**src/rtl/uart_rx_pkg.sv**
```systemverilog
// Shared UART RX definitions: default word configuration and a counter-width helper.
package uart_rx_pkg;

  localparam int unsigned UART_DATA_W_DEF    = 8;
  localparam bit          UART_LSB_FIRST_DEF = 1'b1;
  localparam bit          UART_PAR_ODD_DEF   = 1'b0;

  // Smallest width able to hold values 0..n-1 (at least 1 bit).
  function automatic int unsigned uart_clog2(input int unsigned n);
    int unsigned w;
    w = 1;
    while ((32'd1 << w) < n) begin
      w++;
    end
    return w;
  endfunction

endpackage

```
**src/rtl/uart_rx_deser_n_if.sv**
```systemverilog
// Handshake bundle between bit sampler / consumer and the RX deserializer.
interface uart_rx_deser_n_if #(
  parameter int unsigned DATA_W = 8
) ();

  logic              frame_start;
  logic              deser_en;
  logic              sampled_bit;
  logic              data_ack;
  logic [DATA_W-1:0] P_DATA;
  logic              data_valid;
  logic              par_bit;
  logic              busy;
  logic              ovr_err;

  // Sampler/consumer side.
  modport master (
    output frame_start,
    output deser_en,
    output sampled_bit,
    output data_ack,
    input  P_DATA,
    input  data_valid,
    input  par_bit,
    input  busy,
    input  ovr_err
  );

  // Deserializer side.
  modport slave (
    input  frame_start,
    input  deser_en,
    input  sampled_bit,
    input  data_ack,
    output P_DATA,
    output data_valid,
    output par_bit,
    output busy,
    output ovr_err
  );

endinterface

```
**src/rtl/uart_rx_deser_n_bit_counter.sv**
```systemverilog
// Wrap-at-Max counter with synchronous clear and combinational terminal count.
module uart_bit_counter
  import uart_rx_pkg::*;
#(
  parameter int unsigned Max   = 8,
  parameter int unsigned Width = uart_clog2(Max + 1)
) (
  input  logic             clk,
  input  logic             rst_n,
  input  logic             clr,
  input  logic             en,
  output logic [Width-1:0] cnt,
  output logic             tc
);

  localparam logic [Width-1:0] Last = Width'(Max - 1);

  logic [Width-1:0] cnt_q, cnt_d;

  // Next count: clear wins over increment; wrap to zero after the last value.
  always_comb begin
    cnt_d = cnt_q;
    if (clr) begin
      cnt_d = '0;
    end else if (en) begin
      cnt_d = (cnt_q == Last) ? '0 : cnt_q + Width'(1);
    end
  end

  // Count register.
  always_ff @(posedge clk or negedge rst_n) begin
    if (!rst_n) begin
      cnt_q <= '0;
    end else begin
      cnt_q <= cnt_d;
    end
  end

  assign cnt = cnt_q;
  assign tc  = (cnt_q == Last);

endmodule

```
**src/rtl/uart_rx_deser_n.sv**
```systemverilog
// Parametrised UART RX serial-to-parallel converter with holding register,
// valid/ack handshake, parity and overrun flag.
module uart_rx_deser_n
  import uart_rx_pkg::*;
#(
  parameter int unsigned DATA_W    = UART_DATA_W_DEF,
  parameter bit          LSB_FIRST = UART_LSB_FIRST_DEF,
  parameter bit          PAR_ODD   = UART_PAR_ODD_DEF
) (
  input logic               clk,
  input logic               rst_n,
  uart_rx_deser_n_if.slave  bus
);

  localparam int unsigned CntW = uart_clog2(DATA_W + 1);

  logic [DATA_W-1:0] shift_q, shift_d;
  logic [DATA_W-1:0] word_next;
  logic [DATA_W-1:0] pdata_q, pdata_d;
  logic              valid_q, valid_d;
  logic              par_q, par_d;
  logic              ovr_q, ovr_d;
  logic [CntW-1:0]   cnt;
  logic              tc;
  logic              complete;

  // Bit position counter; frame_start clears it and suppresses a same-cycle strobe.
  uart_bit_counter #(
    .Max   (DATA_W),
    .Width (CntW)
  ) u_bit_counter (
    .clk   (clk),
    .rst_n (rst_n),
    .clr   (bus.frame_start),
    .en    (bus.deser_en),
    .cnt   (cnt),
    .tc    (tc)
  );

  // Shift direction selects where the first received bit ends up.
  if (LSB_FIRST) begin : g_lsb_first
    assign word_next = {bus.sampled_bit, shift_q[DATA_W-1:1]};
  end else begin : g_msb_first
    assign word_next = {shift_q[DATA_W-2:0], bus.sampled_bit};
  end

  // Next-state for shift register, holding register and handshake flags.
  always_comb begin
    shift_d  = shift_q;
    pdata_d  = pdata_q;
    par_d    = par_q;
    valid_d  = valid_q;
    ovr_d    = ovr_q;
    complete = 1'b0;
    if (bus.frame_start) begin
      shift_d = '0;
      ovr_d   = 1'b0;
    end else if (bus.deser_en) begin
      shift_d = word_next;
      if (tc) begin
        complete = 1'b1;
        pdata_d  = word_next;
        par_d    = (^word_next) ^ PAR_ODD;
        valid_d  = 1'b1;
        // A pending, unacknowledged word is being overwritten.
        if (valid_q && !bus.data_ack) begin
          ovr_d = 1'b1;
        end
      end
    end
    // A fresh word takes precedence over an ack in the same cycle.
    if (!complete && bus.data_ack) begin
      valid_d = 1'b0;
    end
  end

  // State registers.
  always_ff @(posedge clk or negedge rst_n) begin
    if (!rst_n) begin
      shift_q <= '0;
      pdata_q <= '0;
      par_q   <= 1'b0;
      valid_q <= 1'b0;
      ovr_q   <= 1'b0;
    end else begin
      shift_q <= shift_d;
      pdata_q <= pdata_d;
      par_q   <= par_d;
      valid_q <= valid_d;
      ovr_q   <= ovr_d;
    end
  end

  assign bus.P_DATA     = pdata_q;
  assign bus.data_valid = valid_q;
  assign bus.par_bit    = par_q;
  assign bus.ovr_err    = ovr_q;
  assign bus.busy       = (cnt != '0);

endmodule

```
**src/flat_wrapper.sv**
```systemverilog
// flat-port wrapper written by rule: the top's interface ports become plain ports
module uart_rx_deser_n_flat import uart_rx_pkg::*;
#(
  parameter int unsigned DATA_W    = UART_DATA_W_DEF,
  parameter bit          LSB_FIRST = UART_LSB_FIRST_DEF,
  parameter bit          PAR_ODD   = UART_PAR_ODD_DEF
)
  (clk, rst_n, bus_frame_start, bus_deser_en, bus_sampled_bit, bus_data_ack, bus_P_DATA, bus_data_valid, bus_par_bit, bus_busy, bus_ovr_err);
  uart_rx_deser_n_if #(.DATA_W(DATA_W)) bus_i ();
  input logic clk;
  input logic rst_n;
  input wire logic [$bits(bus_i.frame_start)-1:0] bus_frame_start;
  input wire logic [$bits(bus_i.deser_en)-1:0] bus_deser_en;
  input wire logic [$bits(bus_i.sampled_bit)-1:0] bus_sampled_bit;
  input wire logic [$bits(bus_i.data_ack)-1:0] bus_data_ack;
  output wire logic [$bits(bus_i.P_DATA)-1:0] bus_P_DATA;
  output wire logic [$bits(bus_i.data_valid)-1:0] bus_data_valid;
  output wire logic [$bits(bus_i.par_bit)-1:0] bus_par_bit;
  output wire logic [$bits(bus_i.busy)-1:0] bus_busy;
  output wire logic [$bits(bus_i.ovr_err)-1:0] bus_ovr_err;
  assign bus_i.frame_start = bus_frame_start;
  assign bus_i.deser_en = bus_deser_en;
  assign bus_i.sampled_bit = bus_sampled_bit;
  assign bus_i.data_ack = bus_data_ack;
  assign bus_P_DATA = bus_i.P_DATA;
  assign bus_data_valid = bus_i.data_valid;
  assign bus_par_bit = bus_i.par_bit;
  assign bus_busy = bus_i.busy;
  assign bus_ovr_err = bus_i.ovr_err;
  uart_rx_deser_n #(.DATA_W(DATA_W), .LSB_FIRST(LSB_FIRST), .PAR_ODD(PAR_ODD)) u_core (.clk(clk), .rst_n(rst_n), .bus(bus_i));
endmodule
```
**config.mk**
```make
export PLATFORM = sky130hd
export DESIGN_NAME = uart_rx_deser_n_flat
export DESIGN_NICKNAME = d
export VERILOG_FILES = /design/src/rtl/uart_rx_pkg.sv /design/src/rtl/uart_rx_deser_n_if.sv /design/src/rtl/uart_rx_deser_n_bit_counter.sv /design/src/rtl/uart_rx_deser_n.sv /design/src/flat_wrapper.sv
export SDC_FILE = /design/constraint.sdc
export NUM_CORES = 1
export LEC_CHECK = 0
export ABC_AREA = 1
export BUFFER_PORTS_ARGS = -buffer_cell sky130_fd_sc_hd__buf_2
export CORE_MARGIN = 2
export CORE_UTILIZATION = 40
export DETAILED_ROUTE_END_ITERATION = 7
export PLACE_DENSITY = 0.73
export SETUP_SLACK_MARGIN = 0.3
export SYNTH_ARGS = -nofsm -noshare
export SYNTH_HDL_FRONTEND = slang
export SYNTH_HIERARCHICAL = 1
export SYNTH_SLANG_ARGS = --single-unit
```
**constraint.sdc**
```tcl
create_clock -name clk -period 1.3 [get_ports clk]
set_input_delay 0.13 -clock clk [delete_from_list [all_inputs] [get_ports clk]]
set_output_delay 0.13 -clock clk [all_outputs]
set_load 0.05 [all_outputs]
```
## Word-level counts from Yosys, hierarchy flattened

Index checks and enable logic that the tools add are counted.
W data, S select, Z words.

- Input port bits: 6
- Memories: 0
- Bits in latches: 0
- Flip-flop bits (word level): 23
- Memory bits (read-only): 0
- Memory bits (writable): 0

- Reductions and logical operators: 14
- Order comparisons: 0
- Add/subtract/negate cells: 1
- Bitwise logic cells: 1
- Shift-type cells: 0
- Equality and inequality tests: 2
- Div/mod/pow operators: 0
- $mul: 0
- Multiplexer cells: 16

Operator list:

| operator | count |
|---|---|
| $mux W8 | 2 |
| $mux W4 | 3 |
| $mux W1 | 11 |
| $reduce_bool A2 Y1 | 5 |
| $reduce_and A3 Y1 | 3 |
| $reduce_xor A8 Y1 | 1 |
| $add A4 B1 Y4 const B | 1 |
| $eq A4 B3 Y1 const B | 1 |
| $reduce_bool A4 Y1 | 1 |
| $logic_and A1 B1 Y1 | 2 |
| $logic_not A1 Y1 | 2 |
| $ne A2 B1 Y1 const B | 1 |
| $not A1 Y1 | 1 |

## Depth between registers and ports, before layout

Gate-level depths: netlist of the first run.

- Depth in word-level cells: 8
- Depth in mapped cells: 9

## Hierarchy

Netlist of the first run, hierarchy kept.

By module, submodules not included:

| module | cells each | times used | area an instance (um^2) |
|---|---|---|---|
| uart_rx_deser_n | 103 | 1 | 874.6 |
| uart_bit_counter | 29 | 1 | 216.5 |

## Worst setup path after synthesis of the first run

No wires, ideal clock.

- Path type: reg-to-reg
- Start: register u_core.u_bit_counter.cnt_q[0] (netlist: u_core/u_bit_counter/cnt[0])
- End: register u_core.par_q (netlist: u_core/bus.par_bit)
- Required time: 1,182 ps
- Slack: -36 ps
- Setup time: 118 ps
- Stages on the path, launching flop included: 10
- Period minus slack after synthesis: 1,336 ps
- Data arrival time: 1,218 ps
- Cell sequence: dfrtp_1 ha_1 nand2_1 nor2_2 inv_1 nor2_4 inv_4 buf_12 nand2_1 nand2_1

- Cells in the longest elaborated chain, start to end: 2

Ends and longest elaborated chain:

| what | line | text |
|---|---|---|
| start: declaration | uart_rx_deser_n_bit_counter.sv:18 | `logic [Width-1:0] cnt_q, cnt_d;` |
| start signal: assignment | uart_rx_deser_n_bit_counter.sv:35 | `cnt_q <= cnt_d;` |
| $eq A4 B3 Y1 | uart_rx_deser_n_bit_counter.sv:40 | `assign tc = (cnt_q == Last);` |
| net u_core.tc | uart_rx_deser_n.sv:24 | `logic tc;` |
| $reduce_and A3 Y1 (no source line) | -- |  |
| end signal: assignment | uart_rx_deser_n.sv:88 | `par_q <= par_d;` |
| end: declaration | uart_rx_deser_n.sv:21 | `logic par_q, par_d;` |

The timed path passes the listed nets, and every way through them passes these cells.
A chain may end at the register's enable or synchronous reset.

## Worst setup path after layout of the first run

- Start: register u_core.u_bit_counter.cnt_q[0] (netlist: u_core/u_bit_counter/cnt[0])
- End: output bus_busy

- Cells in the longest elaborated chain, start to end: 1

Ends and longest elaborated chain:

| what | line | text |
|---|---|---|
| $reduce_bool A4 Y1 | uart_rx_deser_n.sv:98 | `assign bus.busy = (cnt != '0);` |
| end: declaration | flat_wrapper.sv:19 | `output wire logic [$bits(bus_i.busy)-1:0] bus_busy;` |

No other way between the ends.

==> results of run 1 <==
report_power, final:
part           switching [uW]  internal, uW
Clock                     188           108
Sequential               17.3           707
Combinational             163           114
Total                     369           929
state kept, by name, summed over array words and instances (netlist names):
name,flops
u_core/u_bit_counter/cnt,4
u_core/bus.P_DATA,8
u_core/bus.data_valid,1
u_core/bus.par_bit,1
u_core/bus.ovr_err,1
u_core/shift_q,7
what timing repair did:
action,CTS,global route
setup buffers,5,9
hold endpoints to repair,22,0
setup endpoints to repair,26,27
resized for setup,33,13
cloned,1,1
pin swaps,3,1
hold buffers,1,0
layout by cell type (no fill, tap or decap), drive strengths merged:
cell,instances
nand2,53
buf,34
dfrtp,22
inv,20
nor2,9
o21ai,8
o22ai,8
nand3,4
clkbuf,3
dlygate4sd3,1
or4,1
clkinv,1
or2,1
xnor2,1
nand4,1
a21oi,1
nor3b,1
ha,1
final timing paths:
kind | slack (ns) | end
max in group asynchronous | 0.65 | u_core/shift_q[4]$_DFFE_PN0P_
min | 0.07 | u_core/u_bit_counter/cnt[2]$_DFFE_PN0P_
max reg2reg | -0.15 | u_core/bus.P_DATA[4]$_DFFE_PN0P_
max | -0.23 | bus_busy
min reg2reg | 0.53 | u_core/bus.P_DATA[0]$_DFFE_PN0P_
min in group asynchronous | 0.31 | u_core/bus.P_DATA[0]$_DFFE_PN0P_
logic make-up (layout without fill, tap and decap cells):
logic type               after synthesis  after routing  share of synthesized area, %
XOR/XNOR                               1              1                        0.8029
AO/OA/AOI/OAI                         17             17                         11.70
adder cells (fa/ha/maj)                1              1                         1.147
AND/OR/NAND/NOR                       70             70                         26.84
flip-flops                            22             22                         50.46
buffers and inverters                 21             59                         9.059
metal layers:
| layer | track usage, % | vias to the layer above | share of wire, % |
|---|---|---|---|
| met5 | 0 | - | 0 |
| met4 | 3.061 | 0 | 0.58 |
| met3 | 4.884 | 5 | 3.8 |
| met2 | 29.08 | 22 | 56 |
| met1 | 17.96 | 475 | 40 |
| li1 | - | 493 | - |
per-stage QoR:
stage          hold WS, ns  instance area (sq um)  setup WS, ns
2_1_floorplan      -0.1656                   1094      -0.01284
3_3_place_gp        0.1120                   1214       0.04653
3_5_place_dp        0.1229                   1214       0.01063
4_1_cts            0.06482                   1394       -0.2468
5_1_grt            0.05602                   1516       -0.2735
6_report           0.07279                   1516       -0.2345
cell usage after synthesis:
master / n / area [sq um]
nor2_4: 1 / 11.26
o22ai_2: 1 / 12.51
nor2_1: 6 / 22.52
nor3b_1: 1 / 7.510
o21ai_0: 1 / 5.000
a21oi_1: 1 / 5.000
or4_1: 1 / 7.510
or2_2: 1 / 6.260
nor2_2: 2 / 12.51
dfrtp_1: 22 / 550.5
nand2_1: 53 / 198.9
o21ai_2: 7 / 61.31
nand4_1: 1 / 6.260
inv_2: 1 / 3.750
ha_1: 1 / 12.51
o22ai_1: 7 / 43.79
buf_12: 1 / 20.02
inv_1: 17 / 63.81
nand3_1: 4 / 20.02
buf_2: 1 / 5.000
xnor2_1: 1 / 8.760
inv_4: 1 / 6.260
cell type report:
type                            instances  area share [%]
Clock buffer                            3           1.485
Tap cell                               30           2.475
Multi-Input combinational cell         89           33.00
Sequential cell                        22           36.30
Timing Repair Buffer                   35           20.71
Inverter                               19           5.033
Timing Repair inverter                  2          0.9901
worst max-delay path, cell delays in order, from the launching register on:
cell and delay [ns]:
dfrtp_1 0.40, or4_4 0.54, buf_8 0.17
==> metrics, run 1 <==
status finished with violations; violated checks negative setup slack; WP data required 1.17 ns; Post-Layout Cell Count 200; CP startpoint u_core/u_bit_counter/cnt[0]$_DFFE_PN0P_; fin crit share 118.0%; hold path depth 2; Syn Std Cell Area 0.001091 sq mm; Clock Pin Slew Worst Setup and Hold Paths 0.11 ns; Final WS setup -0.2345 ns; RD Place Congestion 0.7759; RSZ-0062 raised after global routing yes; WL/cell 12.05 um; r2r worst-path depth 10; initial antenna violation count 0; ANT cells 0; max_cap viols 0; # setup viols final 12; Die X 56.23 um; Setup TNS -1.433 ns; Yosys reg bits 22; Netlist cell types 22; actual slew at the worst max-slew pin 0.5068 ns; fillcell total 213; H-Tree Depth 1; leakage power total 0.0007780 uW; f_max 0.6517 GHz; FF+latch area 550.5 sq um; sequential area share after synthesis 50.46%; Hold Crit Start bus_frame_start; routed vias/inst 4.975; Initial DRT Pass Iterations 5; Die Y 56.23 um; area of the multi-input gates 500.5 sq um; minimum clock period 1.535 ns; largest net degree at the start of global routing 23; vias in the first global route 930; total power 1297 uW; number of top-level pins 18; first-pass GRT wire length 3946 um; DRT iter0 DRCs 28; Antenna Nets Post-Route 0; Gate Count Post-Synth 132; Setup Skew 0.003067 ns; layout cell share with drive strength beyond 1 39.41%; slew margin rel. 66.22%; Die ar. 0.003161 sq mm; initial core utilization 43.25%; Total GRT Usage 15.83%; Worst Path Max Fanout 2; IO Port Bufs 17; Synth Warn # 6; Final Hold Viols 0; clock latency on the worst-skew pair 0.30 ns; Finished Core Util 60.12%; placed insts 180; drt drc 0; HPWL after DPL 1592 um; CP Class reg -> out; total global routing overflow 0; root buf cell clkbuf_4; CTS tree built; pwr/cell area 855.6 mW/mm^2; CP Capture Type output pin; clock sinks 22; Synth Area per Inst 8.266 sq um; clock buffer depth 2; fin nets 179; Startpoint Class flop; VDD IR max 0.6533 mV; Layout area overhead 38.99%; via count 995; FP Rows 18; CORE AREA 0.002522 sq mm; max-slew violation count 0; Reg-to-Reg Start u_core/u_bit_counter/cnt[1]$_DFFE_PN0P_; DRT Wirelength 2410 um; Net Count, Synth 139; critical path arrival 1.40 ns; CTS buffer count 3; worst hold path type in -> reg
(Power assumes the default switching activity.)
==> run 2: changes to the inputs <==
Settings changed: CORE_UTILIZATION 40 to 49, PLACE_DENSITY 0.73 to 0.85.
==> run 2 against run 1 <==
The flow still finishes with violations (negative setup slack). Utilization increased by 12 points. Critical endpoint unchanged. Clock power increased by 75%. Global-route usage increased by 4.9 points. Combinational power decreased by 2%. Non-clock buffer count unchanged. Flip-flop and latch count unchanged. Register-to-register slack got worse by 0.05 ns. Wire length increased by 0.95%. Maximum frequency decreased by 2.6%. Sequential power about the same. Critical path type unchanged. Worst hold slack got worse by 0.020 ns.
==> metrics, run 2 (same netlist as run 1, synthesis figures left out) <==
VDD IR max 0.7115 mV (was 0.6533 mV); max-slew violation count 0 (unchanged); Die Y 51.19 um (was 56.23 um); CTS buffer count 3 (unchanged); status finished with violations (unchanged); number of top-level pins 18 (unchanged); initial core utilization 50.79% (was 43.25%); Total GRT Usage 20.73% (was 15.83%); CP Capture Type output pin (unchanged); Clock Pin Slew Worst Setup and Hold Paths 0.12 ns (was 0.11 ns); WL/cell 12.17 um (was 12.05 um); root buf cell clkbuf_4 (unchanged); CORE AREA 0.002148 sq mm (was 0.002522 sq mm); # setup viols final 14 (was 12); Startpoint Class flop (unchanged); CP top delay family simple AND/OR/NAND/NOR gates (unchanged); worst hold path type in -> reg (unchanged); max_cap viols 0 (unchanged); clock buffer depth 2 (unchanged); Antenna Nets Post-Route 0 (unchanged); Final WS setup -0.2761 ns (was -0.2345 ns); fin crit share 121.2% (was 118.0%); critical path arrival 1.45 ns (was 1.40 ns); fin nets 180 (was 179); routed vias/inst 4.935 (was 4.975); slew margin rel. 68.13% (was 66.22%); first-pass GRT wire length 3974 um (was 3946 um); layout cell share with drive strength beyond 1 39.53% (was 39.41%); Die ar. 0.002620 sq mm (was 0.003161 sq mm); Initial DRT Pass Iterations 4 (was 5); Layout area overhead 41.51% (was 38.99%); Final Hold Viols 0 (unchanged); CTS tree built (unchanged); leakage power total 0.0007934 uW (was 0.0007780 uW); CP Class reg -> out (unchanged); WHS 0.05237 ns (was 0.07279 ns); H-Tree Depth 1 (unchanged); f_max 0.6345 GHz (was 0.6517 GHz); CP peak stage delay 0.54 ns (about the same); max reg flops 8 (unchanged); via count 987 (was 995); Worst Path Max Fanout 2 (unchanged); total global routing overflow 0 (unchanged); RD Place Congestion 0.7981 (was 0.7759); actual slew at the worst max-slew pin 0.4781 ns (was 0.5068 ns); worst-path cell chain or4_4, buf_8 (unchanged); Worst path slowest cell or4_4 (unchanged); initial antenna violation count 0 (unchanged); pwr/cell area 982.2 mW/mm^2 (was 855.6 mW/mm^2); Die X 51.19 um (was 56.23 um); DRT Wirelength 2433 um (was 2410 um); violated checks negative setup slack (unchanged); clock latency on the worst-skew pair 0.32 ns (was 0.30 ns); drt drc 0 (unchanged); clock sinks 22 (unchanged); IO Port Bufs 17 (unchanged); WP data required 1.17 ns (about the same); Setup TNS -2.447 ns (was -1.433 ns); RSZ-0062 raised after global routing yes (unchanged); most frequent cells in the layout 47 x nand2_1, 22 x dfrtp_1, 16 x inv_1, 15 x buf_4, 13 x buf_6 (was 46 x nand2_1, 22 x dfrtp_1, 16 x inv_1, 16 x buf_4, 11 x buf_6); DRT iter0 DRCs 16 (was 28); FP Rows 17 (was 18); ANT cells 0 (unchanged); Buf+Inv Stages, Crit Path 1 (unchanged); vias in the first global route 957 (was 930); Setup Skew 0.007168 ns (was 0.003067 ns); HPWL after DPL 1549 um (was 1592 um); largest net degree at the start of global routing 23 (unchanged); most common cell after layout, fill and taps aside nand2_1 (unchanged); minimum clock period 1.576 ns (was 1.535 ns); total power 1517 uW (was 1297 uW)
## run 2: changes by cell type in the layout (fill, tap and decap cells not counted), sizes merged
cell    delta
bufinv     +1
clkinv     +1
## run 2: through the flow
step / instance area, sq um / instances / setup WS, ns / utilization (%)
6_report: 1544 / 200 / -0.2761 / 71.87
5_1_grt: 1544 / 200 / -0.3068 / 71.87
4_1_cts: 1441 / 192 / -0.2591 / 67.09
3_5_place_dp: 1204 / 177 / -0.04090 / 56.03
3_3_place_gp: 1204 / 177 / 0.03272 / 56.03
2_1_floorplan: 1094 / 132 / -0.01284 / -
## run 2: power by group
group          internal (uW)  total (uW)  switching, uW
combinational            110         272            162
clock                    312         520            208
sequential               707         724           17.2
## run 2: worst register-to-register path: cells and delay by family, from the launching register on
family | cells | cell delay, ns
buffers and inverters | 5 | 0.46
DFF | 1 | 0.40
adders and majority gates | 1 | 0.13
and+or+nand+nor | 4 | 0.36
AOI/OAI and AO/OA | 1 | 0.05
## run 2: layout make-up
class	count	area (sq um)
Fill cell	158	604.3
Timing Repair inverter	3	21.27
Timing Repair Buffer	35	309.0
Inverter	19	76.32
Clock inverter	1	30.03
Tap cell	28	35.03
Multi-Input combinational cell	89	499.2
Sequential cell	22	550.5
Clock buffer	3	22.52
## run 2: path summary, 6_finish.rpt
check,from,end,slack [ns],cells past startpoint
min in group asynchronous,rst_n,u_core/bus.P_DATA[6]$_DFFE_PN0P_,0.28,2
max in group asynchronous,rst_n,u_core/u_bit_counter/cnt[0]$_DFFE_PN0P_,0.69,2
worst max register to register,u_core/u_bit_counter/cnt[1]$_DFFE_PN0P_,u_core/bus.P_DATA[2]$_DFFE_PN0P_,-0.20,11
worst min-delay path,bus_frame_start,u_core/u_bit_counter/cnt[2]$_DFFE_PN0P_,0.05,2
worst max-delay path,u_core/u_bit_counter/cnt[1]$_DFFE_PN0P_,bus_busy,-0.28,2
worst min register to register,u_core/bus.P_DATA[4]$_DFFE_PN0P_,u_core/bus.P_DATA[4]$_DFFE_PN0P_,0.52,2
## run 2: what timing repair did
item / CTS / global route
setup buffers: 9 / 6
pin swaps: 1 / 1
resized for setup: 32 / 17
cloned: 1 / 2
endpoints found under the hold margin: 22 / 0
endpoints found under the setup margin: 26 / 27
hold buffers: 1 / 0
## run 2: per-layer routing
layer / track usage [%] / up-vias / part of all wire (%)
li1: - / 493 / -
met1: 22.52 / 465 / 39
met2: 38.31 / 23 / 56
met3: 3.801 / 6 / 3.4
met4: 9.910 / 0 / 1.9
met5: 0 / - / 0
